File: config.mk
export PLATFORM = sky130hd
export DESIGN_NAME = bcd_digit_editor
export DESIGN_NICKNAME = d
export VERILOG_FILES = /design/src/rtl/bcd_digit_editor.sv
export SDC_FILE = /design/constraint.sdc
export NUM_CORES = 1
export LEC_CHECK = 0
export CORE_MARGIN = 10
export CORE_UTILIZATION = 54
export DETAILED_ROUTE_END_ITERATION = 7
export HOLD_SLACK_MARGIN = 0.1
export PLACE_DENSITY = 0.88
export SLEW_MARGIN = 0
export SYNTH_ARGS = -nofsm -noshare
export SYNTH_HDL_FRONTEND = slang
export SYNTH_SLANG_ARGS = --single-unit
File: constraint.sdc
create_clock -name clk -period 2.5 [get_ports clk]
set_clock_uncertainty 0.1 [all_clocks]
set_input_delay 0.375 -clock clk [delete_from_list [all_inputs] [get_ports clk]]
set_output_delay 0.375 -clock clk [all_outputs]
set_load 0.01 [all_outputs]
File: src/rtl/bcd_digit_editor.sv
// Purpose: edits a 4-digit BCD value from debounced button events (cursor, inc/dec with wrap, clear, hold-to-repeat) and blinks the cursor.
// Latency: an event sampled at edge N updates digits/cursor/blink at edge N; changed is high for the cycle after edge N.
// Backpressure: none; inputs are single-cycle pulses or stable levels and are always accepted.
module bcd_digit_editor #(
    parameter int REPEAT_DELAY_CYC = 25_000_000,
    parameter int REPEAT_RATE_CYC  = 5_000_000,
    parameter int BLINK_CYC        = 12_500_000
) (
    input  logic        clk,
    input  logic        rst_n,
    input  logic        inc_down,
    input  logic        inc_state,
    input  logic        dec_down,
    input  logic        dec_state,
    input  logic        sel_down,
    input  logic        clr_down,
    output logic [15:0] digits,
    output logic [1:0]  cursor,
    output logic        blink,
    output logic        changed
);

    localparam logic [24:0] DLY_LAST   = 25'(REPEAT_DELAY_CYC - 1);
    localparam logic [24:0] RATE_LAST  = 25'(REPEAT_RATE_CYC - 1);
    localparam logic [24:0] BLINK_LAST = 25'(BLINK_CYC - 1);

    typedef enum logic [1:0] {
        IDLE = 2'd0,
        WAIT = 2'd1,
        RPT  = 2'd2
    } state_t;

    state_t      state;
    state_t      state_nxt;
    logic        dir_inc;       // 1 = repeating INC, 0 = repeating DEC
    logic        dir_nxt;
    logic [24:0] cnt;
    logic [24:0] cnt_nxt;
    logic [24:0] blink_cnt;

    logic        inc_p;
    logic        dec_p;
    logic        dir_level;
    logic        step;
    logic        step_inc;
    logic [3:0]  cur_dig;
    logic [3:0]  new_dig;
    logic [15:0] digits_nxt;

    // Simultaneous inc and dec presses cancel each other out.
    assign inc_p     = inc_down & ~dec_down;
    assign dec_p     = dec_down & ~inc_down;
    assign dir_level = dir_inc ? inc_state : dec_state;

    // Event priority and repeat FSM next-state: clear, then select, then a fresh press, then hold handling.
    always_comb begin
        state_nxt = state;
        cnt_nxt   = cnt;
        dir_nxt   = dir_inc;
        step      = 1'b0;
        step_inc  = dir_inc;
        if (clr_down || sel_down) begin
            state_nxt = IDLE;
            cnt_nxt   = '0;
        end else if (inc_p || dec_p) begin
            step      = 1'b1;
            step_inc  = inc_p;
            dir_nxt   = inc_p;
            cnt_nxt   = '0;
            state_nxt = WAIT;
        end else begin
            case (state)
                WAIT: begin
                    if (!dir_level) begin
                        state_nxt = IDLE;
                        cnt_nxt   = '0;
                    end else if (cnt == DLY_LAST) begin
                        step      = 1'b1;
                        cnt_nxt   = '0;
                        state_nxt = RPT;
                    end else begin
                        cnt_nxt = cnt + 25'd1;
                    end
                end
                RPT: begin
                    if (!dir_level) begin
                        state_nxt = IDLE;
                        cnt_nxt   = '0;
                    end else if (cnt == RATE_LAST) begin
                        step    = 1'b1;
                        cnt_nxt = '0;
                    end else begin
                        cnt_nxt = cnt + 25'd1;
                    end
                end
                default: state_nxt = IDLE;
            endcase
        end
    end

    // Selected digit after a step: wraps within 0..9, never carries into its neighbours.
    always_comb begin
        cur_dig = digits[{cursor, 2'b00} +: 4];
        if (step_inc) new_dig = (cur_dig == 4'd9) ? 4'd0 : cur_dig + 4'd1;
        else          new_dig = (cur_dig == 4'd0) ? 4'd9 : cur_dig - 4'd1;
        digits_nxt = digits;
        if (clr_down)  digits_nxt = '0;
        else if (step) digits_nxt[{cursor, 2'b00} +: 4] = new_dig;
    end

    // Repeat FSM, direction and hold counter.
    always_ff @(posedge clk or negedge rst_n) begin
        if (!rst_n) begin
            state   <= IDLE;
            cnt     <= '0;
            dir_inc <= 1'b1;
        end else begin
            state   <= state_nxt;
            cnt     <= cnt_nxt;
            dir_inc <= dir_nxt;
        end
    end

    // Registered digit value, cursor and change pulse.
    always_ff @(posedge clk or negedge rst_n) begin
        if (!rst_n) begin
            digits  <= '0;
            cursor  <= '0;
            changed <= 1'b0;
        end else begin
            digits  <= digits_nxt;
            changed <= clr_down | step;
            if (!clr_down && sel_down) cursor <= cursor + 2'd1;
        end
    end

    // Cursor blink; any edit re-shows the cursor and restarts the half-period.
    always_ff @(posedge clk or negedge rst_n) begin
        if (!rst_n) begin
            blink     <= 1'b1;
            blink_cnt <= '0;
        end else if (clr_down || sel_down || step) begin
            blink     <= 1'b1;
            blink_cnt <= '0;
        end else if (blink_cnt == BLINK_LAST) begin
            blink     <= ~blink;
            blink_cnt <= '0;
        end else begin
            blink_cnt <= blink_cnt + 25'd1;
        end
    end

endmodule

# Yosys cells after proc, flatten, opt, wreduce, memory -nomap -nowiden
# Index checks and enable logic that the tools add are counted.
# totals
ff_bits,73
in_bits,8
wordCells,74
output_inout_bits,20
# op_classes
shifts,3
n_mux,33
n_reduce_logical,10
eq_ne,8
bitwise_logic,6
add_sub_neg,6
# ops
cell,n
25-bit 2-to-1 mux,8
25-bit by 1-bit adder with 25-bit output (second input constant),2
25-bit one-hot mux with 2 select lines,1
16-bit 2-to-1 mux,2
25-bit by 23-bit equality test with 1-bit output (second input constant),1
25-bit by 24-bit equality test with 1-bit output (second input constant),1
25-bit equality test (second input constant),1
16-bit bitwise mux,1
4-bit by 6-bit variable shift with 16-bit output (first input constant),1
16-bit by 5-bit indexed part select with 4-bit output,1
4-bit by 6-bit indexed part select with 16-bit output,1
4-bit 2-to-1 mux,3
1-bit 2-to-1 mux,11
2-bit 2-to-1 mux,5
4-bit negator with 6-bit output,1
5-bit inequality test (second input constant),1
4-bit by 1-bit adder with 4-bit output (second input constant),1
4-bit equality test (second input constant),1
4-bit zero test,1
4-bit inequality test (second input constant),1
2-bit one-hot mux with 2 select lines,1
2-bit nonzero test,2
4-bit nonzero test,1
4-bit by 1-bit subtractor with 4-bit output (second input constant),1
other kinds (11),16

# Logic depth before layout (Yosys ltp)
# logic_depth
ltp_word,10
depth_mapped,9
ltp_nobuf,8

# Worst setup path after synthesis
# Ideal clock, no wire load.
# synth_timing
kind,register to register
startpoint,register cursor[0]
endpoint,register digits[1]
setup_ns,0.125
path_stages_with_launch,10
path_buffers,1
arrival_time_ns,2.313
t_required_ns,2.275
slack_ns,-0.038
synth_period_minus_slack_ns,2.538
path_cell_list,dfrtp_1 buf_6 mux4_2 inv_1 ha_1 inv_1 o311ai_4 a2bb2oi_2 nor2_1 mux2_2
# synth_via
elab_chain_len,8
word_cells_on_any_way,14
cone_classes,add/sub: 3; eq/ne: 1; shift: 3; mux: 6; reduce/logical: 1
# synth_lines
item,line_no,rtl
start: declaration,18,"output logic [1:0] cursor,"
start signal: assignment,133,if (!clr_down && sel_down) cursor <= cursor + 2'd1;
16-bit by 5-bit indexed part select with 4-bit output,103,"cur_dig = digits[{cursor, 2'b00} +: 4];"
4-bit by 1-bit subtractor with 4-bit output (tied with other cells),105,else new_dig = (cur_dig == 4'd0) ? 4'd9 : cur_dig - 4'd1;
"4-bit 2-to-1 mux, on equally long branches","105, 104",
4-bit 2-to-1 mux,104,if (step_inc) new_dig = (cur_dig == 4'd9) ? 4'd0 : cur_dig + 4'd1;
4-bit by 6-bit indexed part select with 16-bit output,108,"else if (step) digits_nxt[{cursor, 2'b00} +: 4] = new_dig;"
16-bit bitwise mux (*),108,
16-bit 2-to-1 mux (*),108,
16-bit 2-to-1 mux (*),107,if (clr_down) digits_nxt = '0;
end signal: assignment,131,digits <= digits_nxt;
end: declaration,17,"output logic [15:0] digits,"
# Mark *: on every way between the ends. The rest lies on a longest branch, timed or not. The select of a mux whose other input is x is not followed.
# A chain may end at the register's enable or synchronous reset.

# Worst setup path after layout
# layout_timing
startpoint,register cursor[0]
endpoint,register digits[8]
# The elaborated chain is that of the path after synthesis.

==> impl_metrics.toml <==
[floorplanning]
start_util = 0.552
core_sq_um = 7690
num_rows = 32
die_h_um = 109
die_w_um = 109
io_pins = 28
die_area_sq_um = 11800

[route]
drcViolationCount = 0
drt_first_pass_iters = 5
vias = 3505
ant_nets = 0
finalWirelength_mm = 9.99
viasPerCell = 5.88
wirelength_met1_mm = 4.20
met3_length_um = 479
drt-initial-drc-count = 189
wl_per_cell_um = 16.8
top_layer = "met4"
wl_met2_mm = 5.07

[grt]
antenna_found_initial = 0
grt_pass1_vias = 3336
grt_max_degree = 74
track_usage = 0.172
grt_pass1_wl_mm = 16.3
overflow = 0

[clocking]
insertion_delay_ns = 0.36
htreeDepth = 3
clock-sinks = 73
clockBufferDepth = 2
clk_pin_slew_ns = 0.08
cts_made_buffers = 9
root_buffer = "clkbuf_8"
cts_tree = "done"

[outcome]
status = "completed"

[power_and_ir_drop]
p_leak_uw = 0.00210
combPwrFrac = 0.250
seq_power_share = 0.431
peakVddDrop_mv = 0.354
switchingPower_uw = 878
clkPwrFrac = 0.319
swShare = 0.297
internal_power_uw = 2080
p_total_uw = 2960
p_per_area_nw_per_um2 = 574

[job]
maxCapViolations = 0

[timing]
whs_ns = 0.367
hold_viol = 0
setup_violations = 0
period_needed_ns = 2.50
slew_viol_final = 0
fmaxAchievable_ghz = 0.401
period_share = 0.998
rsz0062_at_grt = "yes"
relSlewSlack = 0.679
worst-slew-pin-transition_ns = 0.479

[logic_synthesis]
synth-simple-area-share = 0.244
synth_async_sr_flop_share = 1.00
syn_area_sq_um = 4240
syn_nets = 442
ys_ff_latch = 73
synthCells = 422
synth_xor_area_frac = 0.0888
ys_types = 65
synth_top_area_frac = 0.419
syn-mean-instance-area_sq_um = 10.1
synth_top_family_by_area = "simple AND/OR/NAND/NOR gates"
synth_seq_area_share = 0.431
yosys.area_share.adder = 0.0354
yosys-mux-area-fraction = 0.0442
ys_warn_count = 0
synth_edf_count = 0
ys_top_cells_by_area = "dfrtp_1 (42%), nor2_1 (5.1%), xor2_1 (5.0%)"
ys.flop_type = "dfrtp_1"
synth_top_cell_by_area = "dfrtp_1"
synth_compound_area_frac = 0.116

[cells_and_area]
layout_commonest_cell = "dfrtp_1"
stdcell_count = 596
final_cell_mix = "dfrtp_1 (70), nor2_1 (58), buf_4 (35)"
design_area_sq_um = 5150
nets = 509
areaGrowthSynthToFinish_pct = 21.4
drive_gt1_frac = 0.186
fillers = 559
diodes = 0

[setup_path]
critical_path_arrival_ns = 2.65
ff2ff_setup_slack_ns = 0.004
path_delay_family = "multiplexers"
slowest_stage = "mux4_2"
cp_cell_sequence = "mux4_2 -> inv_2 -> buf_4 -> ha_2 -> nand3b_1 -> a32oi_2 -> nor2_1 -> mux2_2"
worstSetupStartpointType = "flop"
rr_worst_depth = 8
critPathKind = "flop to flop"
crit_buf_inv = 2
cp_max_fo = 4
cp.required_ns = 2.66
path_depth = 8
cpPeakStageDelay_ns = 0.58
worstSetupEndpointType = "flop"

[place]
io_buffers = 27
gp_congestion = 0.867
place_inst = 568
place_area_sq_um = 4810
dp_hpwl_mm = 7.11

[worst_hold_path]
hold_depth = 1
hp-class = "flop to flop"
[power by group through the flow]
stage	clock [uW]	combinational, uW	sequential (uW)
2_1_floorplan	0	379	1300
3_3_place_gp	0	613	1300
3_5_place_dp	0	641	1300
4_1_cts	959	646	1280
5_1_grt	1020	788	1280
6_report	944	740	1270
[logic make-up after synthesis]
kind of cell | Yosys count
AO/OA/AOI/OAI | 58
XOR/XNOR | 43
adder cells (fa/ha/maj) | 12
buffers and inverters | 37
flip-flops | 73
multiplexers | 13
AND/OR/NAND/NOR | 186
[worst paths after layout]
check                                       start                      to
max in group asynchronous                   rst_n       blink$_DFFE_PN1P_
min reg2reg                blink_cnt[0]$_DFF_PN0_  blink_cnt[0]$_DFF_PN0_
min in group asynchronous                   rst_n   digits[4]$_DFFE_PN0P_
max reg2reg                 cursor[0]$_DFFE_PN0P_   digits[8]$_DFFE_PN0P_
min                        blink_cnt[0]$_DFF_PN0_  blink_cnt[0]$_DFF_PN0_
max                         cursor[0]$_DFFE_PN0P_   digits[8]$_DFFE_PN0P_
[synth_stat cells (4+ instances only)]
library cell  number
o211ai_1           4
xor2_1            24
o31ai_1            6
nor3_1            11
a21oi_1            8
o32ai_1            6
ha_1              12
nand2_1           22
and3_1             7
nor2_1            58
xnor2_1           19
o21ai_0            6
nand4_1           17
dfrtp_1           71
nand2b_1           7
and4_1             5
inv_1             26
nand3_1           22
and2_1             7
mux4_2             4
mux2_2             6
[registers in the layout, summed over array words and instances, names as in the netlist]
signal,count
dir_inc,1
cnt,25
cursor,2
blink,1
digits,16
state,2
blink_cnt,25
changed,1
[area by class of cell]
class	instances	area, sq um	share of cell area
Multi-Input combinational cell	312	2280	0.443
Sequential cell	73	1830	0.355
Inverter	26	97.6	0.0189
Timing Repair Buffer	67	618	0.120
Clock inverter	5	56.3	0.0109
Tap cell	102	128	0.0248
Clock buffer	11	141	0.0274
[worst register-to-register path, stage by stage, from the launching register on]
cell and delay (ns):
dfrtp_2 0.42, mux4_2 0.58, inv_2 0.11, buf_4 0.11, ha_2 0.19, nand3b_1 0.18
a32oi_2 0.35, nor2_1 0.09, mux2_2 0.27
[per-stage QoR]
stage	setup TNS [ns]	setup slack, ns	util
CTS	0	0.00997	0.653
global route	-0.298	-0.0721	0.670
finish	0	0.00375	0.670
detailed placement	-11.60	-0.339	0.625
global placement	-8.76	-0.229	0.625
floorplan	0	0.0124	-
[what timing repair did]
item,in CTS,in global routing
setup endpoints to repair,9,30
hold endpoints to repair,71,0
resized for setup,1,5
pin swaps,0,5
buffers inserted,0,11
hold buffers,1,0
[layer usage]
layer / vias up / track usage
met2: 105 / 0.287
met4: 0 / 0.0687
met1: 1728 / 0.211
met5: - / 0
li1: 1647 / -
met3: 25 / 0.0419
(Power assumes the default switching activity.)
==> RTL edit 1, RTL diff (same settings) <==
Re-encode `state_t` (3 states) as one-hot, 3 bits wide.
--- a/src/rtl/bcd_digit_editor.sv
+++ b/src/rtl/bcd_digit_editor.sv
@@ -26,6 +26,6 @@
 
-    typedef enum logic [1:0] {
-        IDLE = 2'd0,
-        WAIT = 2'd1,
-        RPT  = 2'd2
+    typedef enum logic [2:0] {
+        IDLE = 3'b001,
+        WAIT = 3'b010,
+        RPT  = 3'b100
     } state_t;
Formal check against the unedited RTL: same outputs for any inputs over 4 cycles, from zero or initial values and one cycle with rst_n low; so few cycles prove little.
==> RTL edit 1 against the unedited design <==
  * Non-clock buffer count rose by 1
  * First-iteration DRC count down 9.0%
  * Sequential cell count rose by 1
  * Power is 5.1% lower
  * Worst setup slack improved by 0.058 ns
  * Count of clock-buffer cells in the layout decreased by 2
  * Routed wire length decreased by 5.1%
  * Synthesized area decreased by 5.2%
  * Design area is 4.8% lower
  * Via count decreased by 5.2%
==> RTL edit 1: results (changes against the unedited design) <==
synthesis:
  synth_fa_ha_area_frac: 0.0311  # -0.00428
  ys_types: 52  # -20%
  synth.avg_cell_area_um2: 9.88  # -1.7%
  synth_xor_area_frac: 0.0936  # +0.00486
  synth_fp_nets: 425  # -3.8%
  synth.area.mux_share: 0.0355  # -0.00878
  synth_area_leaders: "dfrtp_1 44%, xor2_1 6.1%, nor2_1 5.9%"
  synth_compound_area_frac: 0.0970  # -0.0188
  ys_seq_area_frac: 0.461  # +0.0301
cells_and_area:
  final_net_count: 492  # -3.3%
  layout-drive-gt1-share: 0.171  # -0.0150
drt:
  wire_per_inst_um: 16.4  # -2.2%
  avgViaCountPerCell: 5.75  # -2.2%
  wl_met2_um: 4610  # -9.0%
  drt-initial-drc-count: 172  # -9.0%
  wl_met3_um: 498  # +4.0%
placed_design:
  routabilityCongestion: 0.863  # -0.50%
  dp.cells: 561  # -1.2%
  place_ws_ns: -0.151  # +0.188 ns
  place_area_um2: 4660  # -3.1%
  dp_hpwl_um: 6810  # -4.2%
cts:
  post_cts_resized: 2  # +1
  path_clk_slew_ns: 0.10  # +0.02 ns
grt:
  use_met1: 0.223  # +0.0128
  grt_pass1_wl_um: 16300  # +0.42%
  met3_usage: 0.0429  # +0.000986
  grt_pass1_vias: 3354  # +0.54%
  groute.usage.overall: 0.173  # +0.00110
setup_path:
  worstPathMaxFanout: 6  # +2
power_and_ir_drop:
  ir_drop_mv: 0.445  # +26%
  p_leak_uw: 0.00205  # -2.4%
status:
  status: "complete, no violations"
timing:
  setup_ws_ns: 0.0614  # +0.0577 ns
  worst_pin_slew_ns: 0.912  # +0.433 ns
==> RTL edit 1: cell types whose count changed in the layout (fill, tap and decap cells not counted), sizes merged, moves of 5 or more <==
cell and change:
a22o +16, inv -11, o32ai -6, and2 -5
and3 +5, o31ai -5
==> RTL edit 1: power by group through the flow <==
stage | clock network [uW] | logic, uW | registers, uW
after floorplan | 0 | 300 | 1310
after global placement | 0 | 477 | 1320
after detailed placement | 0 | 496 | 1320
after CTS | 1000 | 506 | 1300
after global routing | 1070 | 556 | 1310
final | 998 | 512 | 1300
==> RTL edit 1: final cells by class <==
| cell class | count | area, um2 | area share |
|---|---|---|---|
| Clock buffer | 9 | 124 | 0.0253 |
| Clock inverter | 7 | 83.8 | 0.0171 |
| Inverter | 10 | 37.5 | 0.00766 |
| Multi-Input combinational cell | 311 | 2100 | 0.428 |
| Sequential cell | 74 | 1860 | 0.379 |
| Tap cell | 99 | 124 | 0.0253 |
| Timing Repair Buffer | 68 | 578 | 0.118 |
==> RTL edit 1: worst paths after layout <==
kind,start,to,slack [ns],cells past startpoint
hold / removal,blink_cnt[0]$_DFF_PN0_,blink_cnt[0]$_DFF_PN0_,0.43,1
hold reg to reg,blink_cnt[0]$_DFF_PN0_,blink_cnt[0]$_DFF_PN0_,0.43,1
setup / recovery,cnt[8]$_DFFE_PN0P_,digits[6]$_DFFE_PN0P_,0.06,6
min in group asynchronous,rst_n,cnt[22]$_DFFE_PN0P_,0.59,2
setup reg to reg,cnt[8]$_DFFE_PN0P_,digits[6]$_DFFE_PN0P_,0.06,6
max in group asynchronous,rst_n,cursor[0]$_DFFE_PN0P_,1.09,2
==> RTL edit 1: critical path: stages (launching register included) <==
cell and delay [ns]:
dfrtp_1 0.38, or2_0 0.25, or4_4 0.54, a2111o_1 0.44, nand2_2 0.16, a31oi_1 0.19
a22o_1 0.29
==> RTL edit 2, RTL diff (same flow settings) <==
Without the edit above. Change the parameter `BLINK_CYC` from 12_500_000 to 9_375_000.
--- a/src/rtl/bcd_digit_editor.sv
+++ b/src/rtl/bcd_digit_editor.sv
@@ -6,3 +6,3 @@
     parameter int REPEAT_RATE_CYC  = 5_000_000,
-    parameter int BLINK_CYC        = 12_500_000
+    parameter int BLINK_CYC        = 9_375_000
 ) (
Check against the original RTL: no difference found for any inputs over 4 cycles, from zero or initial values and one cycle with rst_n low; that may be too few to reach the edited logic, so the function may still have changed.
==> RTL edit 2 against the unedited design <==
  * Core utilization rose by 0.63 points
  * Critical path depth rose by 1
  * Power rose by 1.3%
  * Die area fell by 0.41%
  * Critical path type unchanged
  * Largest power group unchanged
  * Sequential cell count did not move
  * Via count rose by 4.7%
  * Worst setup slack got worse by 0.0028 ns
  * Combinational power fell by 11%
  * Highest routed layer unchanged
  * Design area rose by 0.41%
  * Count of clock-buffer cells in the layout fell by 2
  * Non-clock buffer count fell by 3
  * Routed wire length rose by 3.9%
  * Synthesized area fell by 0.50%
==> RTL edit 2: results (changes against the unedited design) <==
cells_and_area:
  n_fill_cell: 556  # -0.54%
  final_net_count: 516  # +1.4%
grt:
  met3_usage: 0.0375  # -0.00441
  grt_pass1_vias: 3500  # +4.9%
  grt_pass1_wl_um: 16500  # +1.5%
  grtUsageMet2: 0.289  # +0.00216
  groute.usage.overall: 0.172  # +0.000205
synthesis:
  synth_compound_area_frac: 0.122  # +0.00592
  ys_types: 64  # -1.5%
  synth_commonest_cells: "71 x dfrtp_1, 56 x nor2_1, 27 x xnor2_1"
  synth_fa_ha_area_frac: 0.0356  # +0.000178
  synth_area_leaders: "dfrtp_1 42%, xnor2_1 5.6%, nor2_1 5.0%"
  synth_xor_area_frac: 0.0768  # -0.0120
placed_design:
  dp_hpwl_um: 7240  # +1.9%
  routabilityCongestion: 0.882  # +1.6%
  place_ws_ns: -0.246  # +0.0931 ns
setup_path:
  reg2reg_depth: 9  # +1
  worstPathMaxFanout: 25  # +21
  critPathTopFamily: "simple AND/OR/NAND/NOR gates"
  cp_slowest_stage_delay_ns: 0.48  # -0.10 ns
  critPathCapture: "blink_cnt[9]$_DFF_PN0_"
  slowest_stage: "or4b_4"
  critPathLaunch: "state[0]$_DFFE_PN0P_"
drt:
  drt-initial-drc-count: 382  # +100%
  wire_per_inst_um: 17.2  # +2.7%
  avgViaCountPerCell: 6.08  # +3.5%
  dr.pass1.iters: 7  # +2
  wl_met3_um: 548  # +14%
timing:
  worst_pin_slew_ns: 0.672  # +0.193 ns
status:
  status: "complete, no violations"
power_and_ir_drop:
  p_leak_uw: 0.00202  # -3.8%
  ir_drop_mv: 0.624  # +76%
RTL edit 2: worst min path at each step:
stage	from	end	slack, ns	cells after the start
after floorplan	rst_n	blink_cnt[0]$_DFF_PN0_	-0.02	0
after global placement	rst_n	cnt[17]$_DFFE_PN0P_	0.36	1
after detailed placement	rst_n	cnt[16]$_DFFE_PN0P_	0.36	1
after CTS	blink_cnt[0]$_DFF_PN0_	blink_cnt[0]$_DFF_PN0_	0.42	1
after global routing	digits[8]$_DFFE_PN0P_	digits[8]$_DFFE_PN0P_	0.46	1
final	blink_cnt[0]$_DFF_PN0_	blink_cnt[0]$_DFF_PN0_	0.42	1
RTL edit 2: cells by family after synthesis:
logic type               after synthesis
AO/OA/AOI/OAI                         71
XOR/XNOR                              37
adder cells (fa/ha/maj)               12
buffers and inverters                 34
flip-flops                            73
multiplexers                          16
AND/OR/NAND/NOR                      190
RTL edit 2: per-stage QoR:
stage          area [um2]  cells  setup TNS (ns)
6_report             5170    603               0
3_3_place_gp         4850    585           -4.74
3_5_place_dp         4850    585           -7.17
2_1_floorplan        4220    433               0
4_1_cts              5090    602         -0.0199
5_1_grt              5170    603           -1.66
RTL edit 2: power breakdown:
group | leakage [uW] | switching [uW] | total [uW] | internal (uW)
sequential | 0.00100 | 66.1 | 1290 | 1220
clock | 0.000106 | 483 | 1050 | 570
combinational | 0.000911 | 332 | 657 | 324
total | 0.00202 | 882 | 3000 | 2120
RTL edit 2: final cells by class:
| class | count | share of cell area |
|---|---|---|
| sequential | 73 | 0.354 |
| clock buffer | 9 | 0.0239 |
| timing repair buffer | 64 | 0.115 |
| clock inverter | 7 | 0.0196 |
| multi-input combinational | 326 | 0.447 |
| inverter | 22 | 0.0160 |
| tap | 102 | 0.0247 |
